===== src/rtl/add_shift_multiplier.sv =====
// Sequential signed add-shift multiplier: {Aval,Bval} <= multiplicand * multiplier
// after 2*WIDTH cycles, using a WIDTH+1-bit ripple-carry add/subtract datapath.
`timescale 1ns/1ps
module add_shift_multiplier #(
    parameter int WIDTH = 8
) (
    input  logic             Clk,
    input  logic             Reset_n,
    input  logic             Run,
    input  logic             ClearA_LoadB,
    input  logic [WIDTH-1:0] Din,
    output logic [WIDTH-1:0] Aval,
    output logic [WIDTH-1:0] Bval,
    output logic             X,
    output logic             Busy
);

    localparam int K_W = (WIDTH > 2) ? $clog2(WIDTH) : 1;
    localparam logic [K_W-1:0] K_LAST = K_W'(WIDTH - 1);

    typedef enum logic [1:0] {
        IDLE  = 2'd0,
        ADD   = 2'd1,
        SHIFT = 2'd2,
        HOLD  = 2'd3
    } state_t;

    state_t                  state;
    logic signed [WIDTH-1:0] a_reg;
    logic signed [WIDTH-1:0] b_reg;
    logic signed [WIDTH-1:0] m_reg;
    logic                    x_reg;
    logic                    busy_reg;
    logic [K_W-1:0]          k_cnt;

    logic                    sub_op;
    logic signed [WIDTH:0]   add_a;
    logic signed [WIDTH:0]   add_b;
    logic signed [WIDTH:0]   add_sum;

    // One bit-level full-adder cell: returns {carry_out, sum}.
    function automatic logic [1:0] fa_cell(input logic a, input logic b, input logic cin);
        return {(a & b) | (cin & (a ^ b)), a ^ b ^ cin};
    endfunction

    // The last multiplier bit carries negative weight, so that step subtracts M.
    assign sub_op = (k_cnt == K_LAST);
    assign add_a  = {a_reg[WIDTH-1], a_reg};
    assign add_b  = sub_op ? ~{m_reg[WIDTH-1], m_reg} : {m_reg[WIDTH-1], m_reg};

    always_comb begin
        logic cy;
        cy      = sub_op;
        add_sum = '0;
        for (int j = 0; j <= WIDTH; j++) begin
            {cy, add_sum[j]} = fa_cell(add_a[j], add_b[j], cy);
        end
    end

    always_ff @(posedge Clk or negedge Reset_n) begin
        if (!Reset_n) begin
            state    <= IDLE;
            a_reg    <= '0;
            b_reg    <= '0;
            m_reg    <= '0;
            x_reg    <= 1'b0;
            busy_reg <= 1'b0;
            k_cnt    <= '0;
        end else begin
            case (state)
                IDLE: begin
                    if (ClearA_LoadB) begin
                        a_reg <= '0;
                        x_reg <= 1'b0;
                        b_reg <= Din;
                    end else if (Run) begin
                        a_reg    <= '0;
                        x_reg    <= 1'b0;
                        m_reg    <= Din;
                        k_cnt    <= '0;
                        busy_reg <= 1'b1;
                        state    <= ADD;
                    end
                end
                ADD: begin
                    // Carry out of the top cell is dropped; X takes the sign-extension bit.
                    if (b_reg[0]) begin
                        {x_reg, a_reg} <= add_sum;
                    end
                    state <= SHIFT;
                end
                SHIFT: begin
                    a_reg <= {x_reg, a_reg[WIDTH-1:1]};
                    b_reg <= {a_reg[0], b_reg[WIDTH-1:1]};
                    if (k_cnt == K_LAST) begin
                        busy_reg <= 1'b0;
                        state    <= HOLD;
                    end else begin
                        k_cnt <= k_cnt + K_W'(1);
                        state <= ADD;
                    end
                end
                HOLD: begin
                    // Run must drop before another start can be accepted.
                    if (!Run) begin
                        state <= IDLE;
                    end
                end
                default: state <= IDLE;
            endcase
        end
    end

    assign Aval = a_reg;
    assign Bval = b_reg;
    assign X    = x_reg;
    assign Busy = busy_reg;

endmodule


===== config.mk =====
export PLATFORM = sky130hd
export DESIGN_NAME = add_shift_multiplier
export DESIGN_NICKNAME = d
export VERILOG_FILES = /design/src/rtl/add_shift_multiplier.sv
export SDC_FILE = /design/constraint.sdc
export NUM_CORES = 1
export LEC_CHECK = 0
export BUFFER_PORTS_ARGS = -buffer_cell sky130_fd_sc_hd__buf_2
export CELL_PAD_IN_SITES_DETAIL_PLACEMENT = 1
export CELL_PAD_IN_SITES_GLOBAL_PLACEMENT = 2
export CORE_ASPECT_RATIO = 0.8
export CORE_MARGIN = 2
export CORE_UTILIZATION = 39
export DETAILED_ROUTE_END_ITERATION = 10
export PLACE_DENSITY = 0.9
export SYNTH_ARGS = -nofsm -noshare
export SYNTH_HDL_FRONTEND = slang
export SYNTH_SLANG_ARGS = --single-unit

===== constraint.sdc =====
create_clock -name Clk -period 11.5 [get_ports Clk]
set_input_delay 0 -clock Clk [delete_from_list [all_inputs] [get_ports Clk]]
set_output_delay 0 -clock Clk [all_outputs]
set_load 0.02 [all_outputs]

==> key figures, run 1 <==
GRT
  – GRT overflow: 0
  – GRT Total Usage: 0.2068
  – Vias in the first global route: 1638
  – Global-route wire length before repair: 8293 um
  – Initial antenna violation count: 0
  – Largest net degree at the start of global routing: 32

Final layout
  – Commonest non-fill, non-tap cell in the layout: dfrtp_1
  – Most frequent cells in the layout: 31 x dfrtp_1, 29 x buf_2, 13 x mux2_2
  – Layout Cells excl Fill: 273
  – Final instance area: 2267 sq um
  – Fin util: 0.4903
  – Area Growth Syn to Fin: 19.37%
  – Diodes inserted: 0
  – Share of layout cells above drive strength 1: 0.2488
  – Fin nets: 237

Floorplan
  – Die height: approximately 66 um
  – Initial Util: 0.4107
  – I/O Pins: 30
  – Die area: 5448 sq um
  – FP Rows: 22
  – Core Area: between 4000 and 5000 sq um
  – Die width: just over 80 um

Status
  – Status: complete, no violations

Timing
  – Setup Skew: approximately 0.0056 ns
  – Slew @ Worst Pin: 0.8574 ns
  – RSZ-0062 raised after global routing: false
  – F_max: 0.2372 GHz
  – Setup violators final: 0
  – Final period util: 0.3666
  – Min Tclk post-route: 4.216 ns
  – Slew HR: 0.4284
  – Final Max Tran Viols: 0
  – Sum Neg Setup Slack: 0 ns
  – Final Hold Fails: 0

Place
  – DP Cell Count: roughly 260
  – Placed cell area: 2077 sq um
  – Port Buf Inserts: 29
  – Detailed placement HPWL: 3627 um
  – Routability cong.: 0.8211

Setup path
  – Critical path origin: k_cnt[0]
  – Setup crit start kind: flop
  – Worst EP arrival: 4.39 ns
  – Crit Path Class: reg2reg
  – Critical R2R Launch: k_cnt[0]
  – Worst Setup End Kind: flop
  – Critical Path RT: 11.67 ns
  – Max FO, Critical Path: 14

Min path
  – Hold wc startpoint: Run
  – Hold/Removal Path Class: in2reg

Power and ir drop
  – Static Leak: approximately 1.0 nW
  – Peak supply drop: 116.7 uV
  – Power Total: 658.9 uW
  – Power Density: 290.6 nW/um^2

Route
  – Vias: 1508
  – Starting DRT DRC Count: 90
  – Routed Antenna Nets: 0
  – Post-DR wirelength/cell: between 15 and 20 um
  – DRC Markers: 0
  – Total wire length: 4839 um
  – Drt first pass iters: 4
  – Avg Vias per Cell: 5.524

Clocking
  – Clock Pin Slew Worst Setup and Hold Paths: 0.07 ns
  – CTS Buf Count: 5
  – Clock tree root driver cell: clkbuf_8
  – Setup Buffers After CTS: 0
  – Later-pin clock latency in the skew report: 0.28 ns
  – CTS tree: yes
  – TritonCTS Sinks: 31
  – H-tree depth: 2
  – CTS Buffer Depth: 2

Logic synthesis
  – Ys Warns: 0
  – Syn_nets: 201
  – FF+latch count, synth: 31
  – Seq/Total Area, Yosys: 0.4084
  – Unique masters post-synth: 32
  – Syn Inst Count: 176
  – Syn Std Cell Area: 1899 sq um
  – Post-synthesis area per instance: 10.79 sq um

Flow run
  – Max-cap violations: 0
==> final cells by class <==
type | count | area [sq um]
tap | 60 | 75.07
clock buffer | 8 | 100.1
inverter | 10 | 37.54
multi-input combinational | 126 | 1044
timing repair buffer | 38 | 235.2
sequential | 31 | 775.7
fill | 533 | 2357
==> power breakdown <==
part	total (mW)	switching, mW	internal (mW)
clock	0.0945	0.0400	0.0546
sequential	0.210	0.0511	0.159
combinational	0.354	0.199	0.156
==> per-stage QoR <==
step | hold slack, ns | worst slack, ns
after global routing | 0.09845 | 7.083
after CTS | 0.05469 | 7.257
after floorplan | -0.2956 | 7.633
final | 0.07227 | 7.284
after detailed placement | 0.09632 | 7.256
after global placement | 0.08258 | 7.505
==> synth_stat cells <==
cell,number,share of area
o221ai_1,4,0.018
nand2_2,1,0.0033
xnor2_1,3,0.014
nor3_4,1,0.0086
a2bb2oi_1,2,0.0092
buf_2,1,0.0026
nand2b_1,10,0.033
o21ai_0,5,0.013
xor2_1,4,0.018
clkbuf_1,6,0.012
a21boi_0,3,0.012
nand3_1,12,0.032
nand2_1,8,0.016
inv_1,10,0.020
a21oi_1,11,0.029
ha_1,6,0.040
nor2_1,2,0.0040
a221o_1,8,0.042
o22ai_1,1,0.0033
o41a_1,1,0.0059
nor3b_4,1,0.0099
a22oi_1,3,0.012
a31o_2,1,0.0046
a221oi_1,1,0.0046
dfrtp_1,31,0.41
and3b_1,1,0.0046
mux2_2,13,0.077
buf_4,2,0.0079
nor2b_1,10,0.033
and2_1,4,0.013
mux2i_1,3,0.016
fa_1,7,0.074
==> layer usage <==
layer  track usage  part of all wire
met4       0.04583             0.013
met1        0.2601              0.45
met3       0.06284             0.033
met2        0.3486              0.51
met5             0                 0
==> cell families after synthesis <==
kind of cell,count (synthesis),share of synthesized area
AO/OA/AOI/OAI,40,0.1541
XOR/XNOR,7,0.03228
adder cells (fa/ha/maj),13,0.1133
buffers and inverters,19,0.04216
flip-flops,31,0.4084
multiplexers,16,0.09289
AND/OR/NAND/NOR,50,0.1568
==> worst max-delay path: stages, from the launching register on <==
cell and delay, ns:
dfrtp_1 0.38, ha_1 0.17, ha_1 0.52, xor2_1 0.24, fa_1 0.22, fa_1 0.19
fa_1 0.18, inv_1 0.05, fa_1 0.37, fa_1 0.41, fa_1 0.41, fa_1 0.48
nand2b_1 0.10, a21boi_0 0.09, mux2_2 0.27
==> worst paths after layout <==
check                           end  slack, ns  cells past startpoint
max                         Aval[7]       7.28                     14
min                        state[0]       0.07                      3
max reg2reg                 Aval[7]       7.28                     14
min reg2reg                m_reg[2]       0.54                      1
max in group asynchronous  m_reg[6]      10.75                      2
min in group asynchronous   Aval[6]       0.30                      2
==> repair_timing <==
action / in CTS / in global routing
hold buffers: 9 / 0
hold endpoints to repair: 39 / 0
resized for setup: 0 / 0
(Power assumes the default switching activity.)
==> run 2: changes to the inputs <==
--- a/config.mk
+++ b/config.mk
@@ -10,9 +10,9 @@
 export CELL_PAD_IN_SITES_GLOBAL_PLACEMENT = 2
 export CORE_ASPECT_RATIO = 0.8
 export CORE_MARGIN = 2
-export CORE_UTILIZATION = 39
+export CORE_UTILIZATION = 36
 export DETAILED_ROUTE_END_ITERATION = 10
-export PLACE_DENSITY = 0.9
+export PLACE_DENSITY = 0.84
 export SYNTH_ARGS = -nofsm -noshare
 export SYNTH_HDL_FRONTEND = slang
 export SYNTH_SLANG_ARGS = --single-unit
==> constraint.sdc (replaced) <==
create_clock -name Clk -period 4.3 [get_ports Clk]
set_input_delay 0 -clock Clk [delete_from_list [all_inputs] [get_ports Clk]]
set_output_delay 0 -clock Clk [all_outputs]
set_load 0.02 [all_outputs]
==> run 2 against run 1 <==
Compared with the run above:
- cell area is 1.2% higher
- critical endpoint unchanged
- utilization is 3.5 points lower
- sequential power grew to 2.7 times the previous value
- routed wire length is 5.4% lower
- global-route usage is 3.5 points lower
- total power grew to 2.7 times the previous value
- count of clock-buffer cells in the layout is 2 lower
- maximum frequency is 8.9% higher
- critical path depth stayed put
- flip-flop and latch count stayed put
- via count is 2.6% lower
- first-iteration DRC count is 21% lower
==> key figures, run 2 (synthesis results as in run 1) <==
Final layout
  – Commonest non-fill, non-tap cell in the layout: dfrtp_1
  – Most frequent cells in the layout: 31 x dfrtp_1, 29 x buf_2, 13 x mux2_2
  – Share of layout cells above drive strength 1: 0.2570 (+0.008183)
  – Diodes inserted: 0 (unchanged)
  – Area Growth Syn to Fin: 20.82%
  – Fin nets: 238 (+0.42%)

Route
  – Post-DR wirelength/cell: 16.58 um (-6.5%)
  – Vias: 1469 (-2.6%)
  – Avg Vias per Cell: 5.322 (-3.6%)
  – Total wire length: 4576 um (-5.4%)
  – Starting DRT DRC Count: 71 (-21%)
  – DRC Markers: 0 (unchanged)
  – Routed Antenna Nets: 0 (unchanged)
  – Drt first pass iters: 4 (unchanged)

Clocking
  – H-tree depth: 2 (unchanged)
  – CTS resizes: 0 (unchanged)
  – Clock tree root driver cell: clkbuf_8
  – TritonCTS Sinks: 31 (unchanged)
  – CTS Buf Count: 5 (unchanged)
  – Setup Buffers After CTS: 0 (unchanged)
  – Clock Pin Slew Worst Setup and Hold Paths: 0.07 ns (about the same)
  – CTS Buffer Depth: 2 (unchanged)
  – Later-pin clock latency in the skew report: 0.29 ns (about the same)
  – CTS tree: yes

Setup path
  – Setup crit start kind: flop
  – Worst Setup End Kind: flop
  – Critical Path RT: 4.48 ns (-7.19 ns)
  – R2r setup slk: 0.43 ns (-6.85 ns)
  – Max FO, Critical Path: 6 (-8)
  – Worst EP arrival: 4.05 ns (-0.34 ns)
  – Crit Path Class: reg2reg

Timing
  – Setup ws final: 0.4290 ns (-6.855 ns)
  – Setup violators final: 0 (unchanged)
  – Slew HR: 0.4292 (+0.0008340)
  – Final Max Tran Viols: 0 (unchanged)
  – Slew @ Worst Pin: 0.8561 ns (-0.001250 ns)
  – F_max: 0.2583 GHz (+8.9%)
  – Setup Skew: 0.006750 ns (+0.001193 ns)
  – Sum Neg Setup Slack: 0 ns (unchanged)
  – Min Tclk post-route: 3.871 ns (-0.3451 ns)
  – Final period util: 0.9002 (+0.5336)
  – Final Hold Fails: 0 (unchanged)
  – RSZ-0062 raised after global routing: false

Power and ir drop
  – Power Density: 773.8 nW/um^2 (+170%)
  – Peak supply drop: 387.5 uV (+230%)
  – Static Leak: 1.051 nW (+1.5%)

Place
  – Port Buf Inserts: 29 (unchanged)
  – Detailed placement HPWL: 3196 um (-12%)
  – Setup WS pre-CTS: 0.4003 ns (-6.856 ns)
  – Routability cong.: 0.7912 (-3.6%)

Floorplan
  – I/O Pins: 30 (unchanged)
  – Die area: 5877 sq um (+7.9%)
  – FP Rows: 23 (+4.5%)
  – Die height: 68.97 um (+3.8%)
  – Initial Util: 0.3771 (-0.03357)
  – Die width: 85.21 um (+3.9%)
  – Core Area: 5036 sq um (+8.9%)

GRT
  – GRT overflow: 0 (unchanged)
  – Vias in the first global route: 1437 (-12%)
  – GRT Total Usage: 0.1719 (-0.03493)
  – Global-route wire length before repair: 7465 um (-10%)
  – Largest net degree at the start of global routing: 32 (unchanged)
  – Initial antenna violation count: 0 (unchanged)

Status
  – Status: complete, no violations

Min path
  – Hold/Removal Path Class: in2reg

Flow run
  – Max-cap violations: 0 (unchanged)
-- run 2: cell count changes in the layout (fill, tap and decap cells not counted), sizes merged --
cell	change
bufinv	+1
clkinv	+1
buf	+1
clkbuf	-2
-- run 2: timing repair --
item,4_1_cts,5_1_grt
setup endpoints to repair,0,0
endpoints found under the hold margin,39,0
hold buffers,9,0
-- run 2: stage by stage --
step / util / instance area [sq um] / hold slack [ns] / power (mW) / cells
2_1_floorplan: - / 1899 / -0.2956 / 1.229 / 176
3_3_place_gp: 0.4144 / 2087 / 0.1159 / 1.454 / 259
3_5_place_dp: 0.4144 / 2087 / 0.1173 / 1.474 / 259
4_1_cts: 0.4557 / 2295 / 0.04857 / 1.801 / 276
5_1_grt: 0.4557 / 2295 / 0.08298 / 1.929 / 276
6_report: 0.4557 / 2295 / 0.05977 / 1.776 / 276
-- run 2: metal layers --
layer / track usage / up-vias / wire length, um
met5: 0 / - / 0
met4: 0.09921 / 0 / 78
met3: 0.03810 / 5 / 137
met2: 0.2607 / 24 / 2072
met1: 0.2285 / 741 / 2287
li1: - / 699 / -
-- run 2: final timing paths --
path                                from  endpoint  cells past startpoint
worst min register to register  m_reg[6]  m_reg[6]                      1
worst max-delay path            k_cnt[0]   Aval[7]                     14
max in group asynchronous        Reset_n   Bval[6]                      2
worst min-delay path                 Run  state[0]                      3
min in group asynchronous        Reset_n   Aval[6]                      2
worst max register to register  k_cnt[0]   Aval[7]                     14
-- run 2: final cells by class --
| class | instances | area [sq um] |
|---|---|---|
| Inverter | 10 | 37.54 |
| Sequential cell | 31 | 775.7 |
| Clock inverter | 2 | 35.03 |
| Fill cell | 573 | 2741 |
| Timing Repair Buffer | 39 | 242.7 |
| Clock buffer | 6 | 82.58 |
| Tap cell | 62 | 77.57 |
| Multi-Input combinational cell | 126 | 1044 |
-- run 2: critical path, cell delays in order (launching register included) --
cell and delay, ns:
dfrtp_1 0.40, ha_1 0.21, ha_1 0.28, xor2_1 0.23, fa_1 0.22, fa_1 0.18
fa_1 0.16, inv_1 0.05, fa_1 0.37, fa_1 0.38, fa_1 0.38, fa_1 0.48
nand2b_1 0.09, a21boi_0 0.08, mux2_2 0.26
-- run 2: report_power, final --
part	switching [mW]	internal, mW	total, mW
Combinational	0.500	0.406	0.906
Clock	0.123	0.188	0.311
Sequential	0.134	0.424	0.559
Total	0.758	1.02	1.78
==> run 3: changes to the inputs <==
--- a/config.mk
+++ b/config.mk
@@ -5,14 +5,15 @@
 export SDC_FILE = /design/constraint.sdc
 export NUM_CORES = 1
 export LEC_CHECK = 0
+export ABC_AREA = 1
 export BUFFER_PORTS_ARGS = -buffer_cell sky130_fd_sc_hd__buf_2
 export CELL_PAD_IN_SITES_DETAIL_PLACEMENT = 1
 export CELL_PAD_IN_SITES_GLOBAL_PLACEMENT = 2
-export CORE_ASPECT_RATIO = 0.8
 export CORE_MARGIN = 2
-export CORE_UTILIZATION = 36
+export CORE_UTILIZATION = 33
+export CTS_CLUSTER_DIAMETER = 100
 export DETAILED_ROUTE_END_ITERATION = 10
-export PLACE_DENSITY = 0.84
+export PLACE_DENSITY = 0.85
 export SYNTH_ARGS = -nofsm -noshare
 export SYNTH_HDL_FRONTEND = slang
 export SYNTH_SLANG_ARGS = --single-unit
==> run 3 against run 2 <==
Compared with the run above:
- utilization shrank 4.7 points
- via count grew 2.4%
- global-route usage shrank 0.88 points
- first-iteration DRC count shrank 49%
- critical path type unchanged
- critical endpoint unchanged
- largest power group unchanged
==> key figures, run 3 <==
Logic synthesis
  – Syn Std Cell Area: 1814 sq um (-4.5%)
  – EDFF count, synth: 0 (unchanged)
  – Top post-synthesis cells by area: dfrtp_1 43%, nand2_1 15%, fa_1 7.7%
  – Syn_nets: 243 (+21%)
  – Top post-synthesis cells by count: 72 x nand2_1, 31 x dfrtp_1, 27 x o21ai_0, 24 x inv_1, 10 x a21oi_1
  – Post-synthesis area per instance: 8.322 sq um (-23%)
  – Seq/Total Area, Yosys: 0.4276 (+0.01915)
  – Unique masters post-synth: 23 (-28%)
  – FF+latch count, synth: 31 (unchanged)
  – Syn Inst Count: 218 (+24%)
  – Yosys top cell area share: 0.4276 (+0.01915)
  – Ys flop type: dfrtp_1
  – Ys Warns: 0 (unchanged)
  – Asr flop ratio synth: 1.000 (unchanged)
  – Largest area contributor in the netlist: dfrtp_1
  – Most frequent cell after synthesis: nand2_1

Status
  – Status: complete, no violations

Setup path
  – CP max-delay cell: fa_1
  – CP cell instances: ha_1 -> ha_1 -> xor2_1 -> fa_1 -> fa_1 -> fa_1 -> inv_1 -> fa_1 -> fa_1 -> fa_1 -> fa_1 -> o21ai_0 -> nand2_1 -> o21ai_0
  – Critical Path RT: 4.50 ns (+0.02 ns)
  – CP delay by family, top: adder cells
  – Most used cell, CP: fa_1
  – Slowest stage delay, CP: 0.42 ns (-0.06 ns)
  – Setup crit start kind: flop
  – Crit Path Class: reg2reg
  – Max FO, Critical Path: 9 (+3)
  – Crit path buf inv count: 1 (unchanged)
  – Worst EP arrival: 4.04 ns (about the same)
  – Worst Setup End Kind: flop

Timing
  – Min Tclk post-route: 3.841 ns (-0.03026 ns)
  – Setup Skew: 0.004585 ns (-0.002165 ns)
  – Sum Neg Setup Slack: 0 ns (unchanged)
  – RSZ-0062 raised after global routing: false
  – F_max: 0.2604 GHz (+0.79%)
  – Final Max Tran Viols: 0 (unchanged)
  – Final Hold Fails: 0 (unchanged)
  – Slew @ Worst Pin: 0.7389 ns (-0.1173 ns)
  – Setup violators final: 0 (unchanged)
  – Slew HR: 0.5074 (+0.07818)
  – Final period util: 0.8932 (-0.007037)

Clocking
  – Clock tree root driver cell: clkbuf_8
  – TritonCTS Sinks: 31 (unchanged)
  – CTS Buf Count: 5 (unchanged)
  – Setup Buffers After CTS: 0 (unchanged)
  – CTS tree: yes
  – H-tree depth: 2 (unchanged)
  – Clock Pin Slew Worst Setup and Hold Paths: 0.07 ns (about the same)
  – Later-pin clock latency in the skew report: 0.28 ns (about the same)
  – CTS Buffer Depth: 2 (unchanged)

GRT
  – Global-route wire length before repair: 7707 um (+3.2%)
  – Vias in the first global route: 1607 (+12%)
  – GRT overflow: 0 (unchanged)
  – GRT Total Usage: 0.1632 (-0.008764)
  – Initial antenna violation count: 0 (unchanged)
  – Largest net degree at the start of global routing: 32 (unchanged)

Min path
  – Hold/Removal Path Class: in2reg

Power and ir drop
  – Power Density: 730.8 nW/um^2 (-5.6%)
  – Peak supply drop: 280.1 uV (-28%)
  – Static Leak: 1.090 nW (+3.8%)

Route
  – Vias: 1504 (+2.4%)
  – DRC Markers: 0 (unchanged)
  – Post-DR wirelength/cell: 13.50 um (-19%)
  – Avg Vias per Cell: 4.671 (-12%)
  – Drt first pass iters: 4 (unchanged)
  – Starting DRT DRC Count: 36 (-49%)
  – Total wire length: 4346 um (-5.0%)
  – Routed Antenna Nets: 0 (unchanged)

Floorplan
  – Die height: 78.15 um (+13%)
  – Core Area: 5205 sq um (+3.4%)
  – Die width: 78.15 um (-8.3%)
  – I/O Pins: 30 (unchanged)
  – FP Rows: 26 (+13%)
  – Initial Util: 0.3486 (-0.02859)
  – Die area: 6107 sq um (+3.9%)

Final layout
  – Fin util: 0.4089 (-0.04676)
  – Most frequent cells in the layout: 72 x nand2_1, 31 x dfrtp_1, 29 x buf_2
  – Fin nets: 277 (+16%)
  – Share of layout cells above drive strength 1: 0.1627 (-0.09431)
  – Area Growth Syn to Fin: 17.31%
  – Commonest non-fill, non-tap cell in the layout: nand2_1
  – Diodes inserted: 0 (unchanged)

Place
  – Port Buf Inserts: 29 (unchanged)
  – Routability cong.: 0.7788 (-1.6%)
  – Detailed placement HPWL: 3239 um (+1.3%)

Flow run
  – Max-cap violations: 0 (unchanged)
==> run 3: changes by cell type after synthesis, sizes merged, moves of 6 or more <==
cell / delta
a221o: -8
clkbuf: -6
inv: +14
mux2: -13
nand2: +63
nand2b: -10
nor2: +9
nor2b: -10
o21ai: +23
==> run 3: repair_timing <==
action	4_1_cts	5_1_grt
resized for setup	0	0
hold buffers	6	0
endpoints found under the hold margin	36	0
==> run 3: kinds of logic (layout without fill, tap and decap cells) <==
group                    count (synthesis)  count (layout)  share of synthesized area
AO/OA/AOI/OAI                           42              42                     0.1248
AND/OR/NAND/NOR                         93              93                     0.2090
adder cells (fa/ha/maj)                 13              13                     0.1186
buffers and inverters                   32              66                    0.08621
XOR/XNOR                                 7               7                    0.03379
flip-flops                              31              31                     0.4276
==> run 3: where the power goes <==
part	switching (mW)	leakage, nW	internal (mW)
sequential	0.112	0.390	0.420
combinational	0.519	0.653	0.268
clock	0.111	0.0470	0.126
==> run 3: through the flow <==
stage	hold WS (ns)	area [sq um]	setup slack [ns]	cells	total power, mW
2_1_floorplan	-0.2956	1814	0.6778	218	1.121
3_3_place_gp	0.1085	1981	0.5382	309	1.315
3_5_place_dp	0.1069	1981	0.4638	309	1.335
4_1_cts	0.008112	2128	0.4533	322	1.589
5_1_grt	0.02485	2128	0.1603	322	1.718
6_report	0.01217	2128	0.4593	322	1.555
==> run 3: final timing paths <==
path / start / to / slack, ns / cells past startpoint
max in group asynchronous: Reset_n / m_reg[6] / 3.51 / 2
worst max-delay path: k_cnt[0] / Aval[7] / 0.46 / 14
worst min-delay path: Din[5] / m_reg[5] / 0.01 / 3
worst min register to register: Busy / Busy / 0.50 / 2
min in group asynchronous: Reset_n / X / 0.32 / 2
worst max register to register: k_cnt[0] / Aval[7] / 0.46 / 14
==> run 3: worst register-to-register path: cells and delay by family, from the launching register on <==
kind	cells	cell delay (ns)
adders and majority gates	9	2.66
xor gates and xnor gates	1	0.26
buffers and inverters	1	0.05
DFF	1	0.40
AOI/OAI and AO/OA	2	0.33
and+or+nand+nor	1	0.06
==> run 3: per-layer routing <==
| layer | vias to the layer above | GRT usage | wire length [um] |
|---|---|---|---|
| met5 | - | 0 | 0 |
| met4 | 0 | 0.05263 | 52 |
| met3 | 4 | 0.03908 | 147 |
| met2 | 29 | 0.2707 | 2039 |
| met1 | 720 | 0.2099 | 2106 |
| li1 | 751 | - | - |
==> run 3: area by class of cell <==
| type | count | area (sq um) |
|---|---|---|
| timing repair buffer | 35 | 205.2 |
| sequential | 31 | 775.7 |
| clock buffer | 6 | 82.58 |
| multi-input combinational | 155 | 882.1 |
| tap | 70 | 87.58 |
| inverter | 24 | 90.09 |
| clock inverter | 1 | 5.005 |
| fill | 668 | 3077 |
